### config.mk
export PLATFORM = sky130hd
export DESIGN_NAME = ram_port_arbiter
export DESIGN_NICKNAME = d
export VERILOG_FILES = /design/src/rtl/cpu_types_pkg.sv /design/src/rtl/ram_port_arbiter_rr_pick2.sv /design/src/rtl/ram_port_arbiter.sv
export SDC_FILE = /design/constraint.sdc
export NUM_CORES = 1
export LEC_CHECK = 0
export ABC_AREA = 1
export BUFFER_PORTS_ARGS = -buffer_cell sky130_fd_sc_hd__buf_2
export CAP_MARGIN = 0
export CORE_AREA = 8 8 163 165
export CTS_CLUSTER_DIAMETER = 40
export DETAILED_ROUTE_END_ITERATION = 10
export DIE_AREA = 0 0 171 173
export PLACE_DENSITY_LB_ADDON = 0.1
export SKIP_CTS_REPAIR_TIMING = 1
export SLEW_MARGIN = 10
export SYNTH_ARGS = -nofsm -noshare
export SYNTH_HDL_FRONTEND = slang
export SYNTH_SLANG_ARGS = --single-unit
### constraint.sdc
create_clock -name CLK -period 1.4 [get_ports CLK]
set_input_delay 0.07 -clock CLK [delete_from_list [all_inputs] [get_ports CLK]]
set_output_delay 0.07 -clock CLK [all_outputs]
set_load 0.1 [all_outputs]
### src/rtl/cpu_types_pkg.sv
// Shared CPU/memory types: RAM word, RAM handshake state, and the
// arbiter's state and grant-source encodings.
package cpu_types_pkg;

  typedef logic [31:0] word_t;

  typedef enum logic [1:0] {
    FREE   = 2'b00,
    BUSY   = 2'b01,
    ACCESS = 2'b10,
    ERROR  = 2'b11
  } ramstate_t;

  typedef enum logic {
    ARB_IDLE  = 1'b0,
    ARB_GRANT = 1'b1
  } arb_state_t;

  // Grant source: dclass=1 for data, 0 for instruction; core selects 0/1.
  typedef struct packed {
    logic dclass;
    logic core;
  } arb_src_t;

endpackage

### src/rtl/ram_port_arbiter_rr_pick2.sv
// Combinational 2-way round-robin picker. When both inputs request, the
// pointer names the winner; otherwise the single requester wins.
module rr_pick2 (
  input  logic [1:0] req,
  input  logic       ptr,
  output logic       valid,
  output logic       sel
);

  // Pick the winner for this class
  always_comb begin
    valid = |req;
    if (&req) begin
      sel = ptr;
    end else begin
      sel = req[1];
    end
  end

endmodule

### src/rtl/ram_port_arbiter.sv
// ram_port_arbiter: shares the single RAM port between the instruction
// and data requesters of two cores. Data wins over instruction, same-class
// requesters alternate round-robin, and a starvation counter forces an
// instruction grant after STARVE_MAX consecutive data grants while an
// instruction request waits.
// Optional build macro ARB_GRANT_STATS_EN adds per-source completed-grant
// counters (grant_cnt) with a synchronous clear (stats_clr).
module ram_port_arbiter
  import cpu_types_pkg::*;
#(
  parameter int unsigned STARVE_MAX = 4
) (
  input  logic            CLK,
  input  logic            nRST,
  input  logic [1:0]      iREN,
  input  word_t [1:0]     iaddr,
  input  logic [1:0]      dREN,
  input  logic [1:0]      dWEN,
  input  word_t [1:0]     daddr,
  input  word_t [1:0]     dstore,
  input  ramstate_t       ramstate,
  input  word_t           ramload,
  output logic            ramREN,
  output logic            ramWEN,
  output word_t           ramaddr,
  output word_t           ramstore,
  output logic [1:0]      iwait,
  output logic [1:0]      dwait,
  output word_t [1:0]     iload,
  output word_t [1:0]     dload,
  output logic [1:0]      gnt_src,
`ifdef ARB_GRANT_STATS_EN
  input  logic            stats_clr,
  output logic [3:0][15:0] grant_cnt,
`endif
  output logic            gnt_valid,
  output logic            ram_err
);

  localparam logic [3:0] STARVE_LIM = 4'(STARVE_MAX);

  arb_state_t state;
  arb_src_t   gnt;
  logic       ptr_i;
  logic       ptr_d;
  logic [3:0] starve_cnt;

  logic [1:0] dreq;
  logic       i_valid;
  logic       i_sel;
  logic       d_valid;
  logic       d_sel;
  logic       starved;
  logic       take_d;
  logic       take_i;
  logic       in_grant;
  logic       req_held;
  logic       active;
  logic       done;
  logic       err_hit;

  assign dreq = dREN | dWEN;

  rr_pick2 u_pick_i (
    .req   (iREN),
    .ptr   (ptr_i),
    .valid (i_valid),
    .sel   (i_sel)
  );

  rr_pick2 u_pick_d (
    .req   (dreq),
    .ptr   (ptr_d),
    .valid (d_valid),
    .sel   (d_sel)
  );

  // Class selection and grant-cycle status
  always_comb begin
    starved  = i_valid && (starve_cnt == STARVE_LIM);
    take_d   = d_valid && !starved;
    take_i   = !take_d && i_valid;
    in_grant = (state == ARB_GRANT);
    req_held = gnt.dclass ? dreq[gnt.core] : iREN[gnt.core];
    active   = in_grant && req_held;
    done     = active && (ramstate == ACCESS);
    err_hit  = active && (ramstate == ERROR);
  end

  // Arbitration state, grant register, round-robin pointers, starvation
  // counter and sticky RAM error
  always_ff @(posedge CLK or negedge nRST) begin
    if (!nRST) begin
      state      <= ARB_IDLE;
      gnt        <= '0;
      ptr_i      <= 1'b0;
      ptr_d      <= 1'b0;
      starve_cnt <= '0;
      ram_err    <= 1'b0;
    end else if (state == ARB_IDLE) begin
      if (take_d) begin
        state      <= ARB_GRANT;
        gnt.dclass <= 1'b1;
        gnt.core   <= d_sel;
        ptr_d      <= ~d_sel;
        if (i_valid) begin
          if (starve_cnt != STARVE_LIM) begin
            starve_cnt <= starve_cnt + 4'd1;
          end
        end else begin
          starve_cnt <= '0;
        end
      end else if (take_i) begin
        state      <= ARB_GRANT;
        gnt.dclass <= 1'b0;
        gnt.core   <= i_sel;
        ptr_i      <= ~i_sel;
        starve_cnt <= '0;
      end
    end else begin
      // Leave GRANT on completion, error, or the requester withdrawing;
      // FREE/BUSY hold the grant.
      if (!req_held || done || err_hit) begin
        state <= ARB_IDLE;
      end
      if (err_hit) begin
        ram_err <= 1'b1;
      end
    end
  end

  // RAM port and requester-side outputs, driven only while the granted
  // requester still holds its request
  always_comb begin
    ramREN   = 1'b0;
    ramWEN   = 1'b0;
    ramaddr  = '0;
    ramstore = '0;
    iwait    = '1;
    dwait    = '1;
    iload    = '0;
    dload    = '0;
    if (active) begin
      if (gnt.dclass) begin
        ramaddr = daddr[gnt.core];
        if (dWEN[gnt.core]) begin
          ramWEN   = 1'b1;
          ramstore = dstore[gnt.core];
        end else begin
          ramREN = 1'b1;
        end
        if (ramstate == ACCESS) begin
          dwait[gnt.core] = 1'b0;
          if (!dWEN[gnt.core]) begin
            dload[gnt.core] = ramload;
          end
        end
      end else begin
        ramREN  = 1'b1;
        ramaddr = iaddr[gnt.core];
        if (ramstate == ACCESS) begin
          iwait[gnt.core] = 1'b0;
          iload[gnt.core] = ramload;
        end
      end
    end
  end

  // Grant visibility
  always_comb begin
    gnt_valid = in_grant;
    gnt_src   = in_grant ? gnt : '0;
  end

`ifdef ARB_GRANT_STATS_EN
  // Completed-grant counters indexed {dclass, core}: i0, i1, d0, d1
  always_ff @(posedge CLK or negedge nRST) begin
    if (!nRST) begin
      grant_cnt <= '0;
    end else if (stats_clr) begin
      grant_cnt <= '0;
    end else if (done && (grant_cnt[{gnt.dclass, gnt.core}] != 16'hFFFF)) begin
      grant_cnt[{gnt.dclass, gnt.core}] <= grant_cnt[{gnt.dclass, gnt.core}] + 16'd1;
    end
  end
`endif

endmodule

Word level (Yosys, flattened, before mapping)
Cells that the tools add are included.
- flip-flop bits (word level): 10
- word-level logic and storage cells: 97
- add/sub/neg operators: 1
- $lt $le $gt $ge: 2
- eq/ne operators: 5
- muxes and demuxes: 53
- bitwise gates (word level): 7
- reduce and logical (&&, ||, !) cells: 22
- operator list (cell ; number):
    2-to-1 mux 64 bit ; 7
    2-to-1 mux 32 bit ; 12
    AND 64 bit ; 1
    demux 32 bit (select 1 bit) ; 1
    2-to-1 mux 1 bit ; 20
    2-to-1 mux 2 bit ; 8
    2-to-1 mux 4 bit ; 4
    AND reduction 2 bit ; 5
    logical AND 1 bit ; 7
    AND reduction 3 bit ; 2
    adder 4 x 1 -> 4 bit (second input constant) ; 1
    == test 2 bit (second input constant) ; 2
    == test 4 x 3 -> 1 bit (second input constant) ; 1
    != test 4 x 3 -> 1 bit (second input constant) ; 1
    inverter 1 bit ; 4
    OR reduction 2 bit ; 2
    logical NOT 1 bit ; 3
    != test 3 x 2 -> 1 bit (second input constant) ; 1
    logical OR 1 bit ; 2
    < comparator 1 x 2 -> 1 bit (second input constant) ; 1
    inverter 2 bit ; 1
    bitwise OR 2 bit ; 1
    nonzero test 2 bit ; 1
    demux 1 bit (select 1 bit) ; 1
    >= comparator 1 bit (second input constant) ; 1

Logic depth before layout (Yosys ltp)
- depth in word-level cells: 10
- gate-level depth with buffers: 9
- depth with buffers taken out: 9

Hierarchy
Synthesis repeated with hierarchy kept, for this count alone.
- cells, all modules: 778
- area, all modules: 3563.4 um2
- by module, submodules not included (module ; times used ; cells each ; area each (um2) ; sequential area each (um2)):
    ram_port_arbiter ; 1 ; 768 ; 3518.4 ; 250.2
    rr_pick2 ; 2 ; 5 ; 22.5 ; 0.0

Least setup slack after synthesis
Ideal clock, no wire load.
- path kind: flip-flop to output port
- start point: register state, in the netlist gnt_valid
- end point: output ramstore[22]
- data arrival time: 4.489 ns
- setup slack: -3.159 ns
- cell stages (with the launch flop): 6
- buffers on the path: 1
- cell sequence: dfrtp_1 nand2_1 inv_1 nand3_2 buf_1 nor3_1
- longest elaborated chain between the ends: 2
- ends and longest elaborated chain (item ; line ; source):
    start, declared ; ram_port_arbiter.sv:42 ; arb_state_t state;
    start signal, assigned ; ram_port_arbiter.sv:94 ; state <= ARB_IDLE;
    start signal, assigned ; ram_port_arbiter.sv:102 ; state <= ARB_GRANT;
    start signal, assigned ; ram_port_arbiter.sv:114 ; state <= ARB_GRANT;
    logical AND 1 bit ; ram_port_arbiter.sv:85 ; active = in_grant && req_held;
    2-to-1 mux 32 bit ; ram_port_arbiter.sv:143 ; if (active) begin
    end, declared ; ram_port_arbiter.sv:26 ; output word_t ramstore,
No other way between the ends.

==> results.toml <==
[run_status]
status = "finished, violations left"
violations = "setup timing"

[cells_and_area]
syn_to_final_growth_pct = 234.1
nets = 1367
stdcell_count = 1459
drive_gt1_share_pct = 67.17

[cts]
cts_buffer_depth = 2
cts-htree-levels = 1
cts.sink_count = 10
clk_latency_ps = 240
clock-root-buffer = "clkbuf_16"
clk_pin_slew_ps = 40
cts_buffers = 3
tritoncts = "done"

[pwr]
power_density_mw_per_mm2 = 2323
p_leak_uw = 0.004712
ir_drop_mv = 2.107

[sta]
finalWorstSetupSlack_ps = -523.9
report.final.slew_viol_count = 0
tightest_slew_ps = 530.2
max_freq_mhz = 519.8
finalCriticalPeriod_ps = 1924
finalHoldViolCount = 0
finalSetupViolCount = 202
skew_ps = 1.265
period_share_pct = 137.4
slew_headroom_pct = 64.90
rsz0062_at_grt = "true"

[detailed_routing]
via_count = 6069
via_per_inst = 4.160
drtAntennaViolNets = 0
route.detailed.drc = 0
wl_um = 26670
first_pass_iters = 4
drt_iter0_markers = 174
wire_per_inst_um = 18.28

[place]
port_buffers = 435
dp_slack_ps = -362.4
hpwlAfterDp_um = 22430
dp.cells = 1434
gp_congestion = 0.7886

[logic_synthesis]
synth-seq-cells = 10
synth_top_area_cell = "nor2_1"
synth_warnings = 0
syn_area_per_cell_sq_um = 5.042
yosysTopAreaCellShare_pct = 33.62
yosys-top-cells-area = "nor2_1 34%, o21ai_0 9.8%, mux2i_1 9.5%"
synth_edf_count = 0
synth_top_cells_by_count = "303 x nor2_1, 66 x o21ai_0, 46 x inv_1"
syn-num-nets = 907
yosysMostFrequentCell = "nor2_1"
synth_seq_area_share_pct = 7.396
syn_area_sq_mm = 0.003383
synthCells = 671
synthArstFlopShare_pct = 100.0
ys.flop_type = "dfrtp_1"
synth_cell_type_count = 28

[floorplanning]
start_util_pct = 14.12
rows = 57
fp.dieW_um = 171
die_h_um = 173
die-area_sq_mm = 0.02958
coreArea_sq_mm = 0.02396
num_io_pins = 436

[worst_setup_path]
crit_path_start_kind = "flop"
max_stage_delay_ps = 520
end_kind = "output pin"
crit_chain = "nand2_2, nand3_4, nand2_8, nand3_4, buf_12, nor2_1, buf_12"
critPathSlowestCell = "dfrtp_4"
critPathKind = "flop to output pin"
critPathMaxFanout = 23
worstPathArrival_ps = 1850
required_ps = 1330

[grt]
grt_max_degree = 36
grt_overflow_total = 0
first_global_vias = 6001
antenna_found_initial = 7
grt_first_pass_wirelength_um = 37700
track_usage_pct = 16.20

[worst_hold_path]
holdCritPathClass = "input pin to flop"

[run]
max_cap_violations = 0
cell usage in the layout (no fill, tap or decap), drive strengths merged:
cell,instances
clkbuf,10
inv,45
buf,503
mux2i,32
diode,5
ha,2
o21bai,2
dfrtp,10
nor2,303
xnor2,1
o22ai,2
dlygate4sd3,1
nor3,32
clkinvlp,2
nand4,1
and2,1
a21oi,33
nand2,37
o21ai,66
nand3,44
or2,2
clkinv,1
sequential cells by signal, indices dropped and copies added (netlist names):
signal / flops
ram_err: 1
ptr_i: 1
starve_cnt: 4
gnt_valid: 1
gnt: 2
ptr_d: 1
stage by stage:
stage	hold slack (ps)	TNS, ps	util (%)	cell area, sq um	power, uW
after floorplan	-225.6	-163940	-	4486	16080
after global placement	-43.86	-49530	43.28	10370	24140
after detailed placement	-46.85	-52800	43.28	10370	24160
after CTS	-300.3	-104960	43.61	10450	24720
after global routing	114.8	-105620	47.16	11300	27450
final	97.42	-90200	47.16	11300	26250
logic make-up (layout without fill, tap and decap cells):
kind of cell               Yosys count  in the layout  synth area share (%)
muxes                               32             32                 9.468
AOI/OAI and AO/OA                  103            103                 15.46
adders and majority gates            2              2                0.7395
and+or+nand+nor                    419            420                 51.52
xor gates and xnor gates             1              1                0.2589
other                                0              5                     0
DFF                                 10             10                 7.396
buffers and inverters              104            562                 15.16
power by group:
part | switching [uW] | internal, uW | total (uW) | leakage (uW)
Combinational | 16300 | 8880 | 25100 | 0.00455
Sequential | 165 | 429 | 594 | 0.000119
Clock | 137 | 382 | 519 | 0.0000382
Total | 16600 | 9700 | 26300 | 0.00471
critical path, delay by kind of cell (launching register included):
| kind | cells | cell delay, ps |
|---|---|---|
| buffers and inverters | 2 | 400 |
| flip-flops | 1 | 520 |
| AND/OR/NAND/NOR | 5 | 670 |
layout make-up:
cell class              instances  area, sq um
fillers                      2380        12660
repair buffers                510         6142
multi-input cells             558         4212
well taps                     324        405.4
flip-flops and latches         10        259.0
inverters                      48        192.7
clock buffers                   4        78.83
diodes                          5        12.51
final timing paths:
path / startpoint / to / slack [ps] / depth (start not counted)
setup / recovery: gnt[0] / iload[8] / -520 / 7
hold / removal: ramstate[0] / ram_err / 100 / 3
setup reg to reg: gnt[0] / ram_err / -80 / 8
hold reg to reg: ram_err / ram_err / 470 / 1
max in group asynchronous: nRST / gnt_valid / 930 / 2
min in group asynchronous: nRST / starve_cnt[1] / 240 / 2
per-layer routing:
| layer | track usage, % | vias up | share of wire (%) |
|---|---|---|---|
| met5 | 0 | - | 0.049 |
| met4 | 2.356 | 2 | 0.31 |
| met3 | 3.940 | 11 | 7.3 |
| met2 | 29.22 | 239 | 53 |
| met1 | 19.31 | 2744 | 40 |
| li1 | - | 3073 | - |
(Power assumes the default switching activity.)
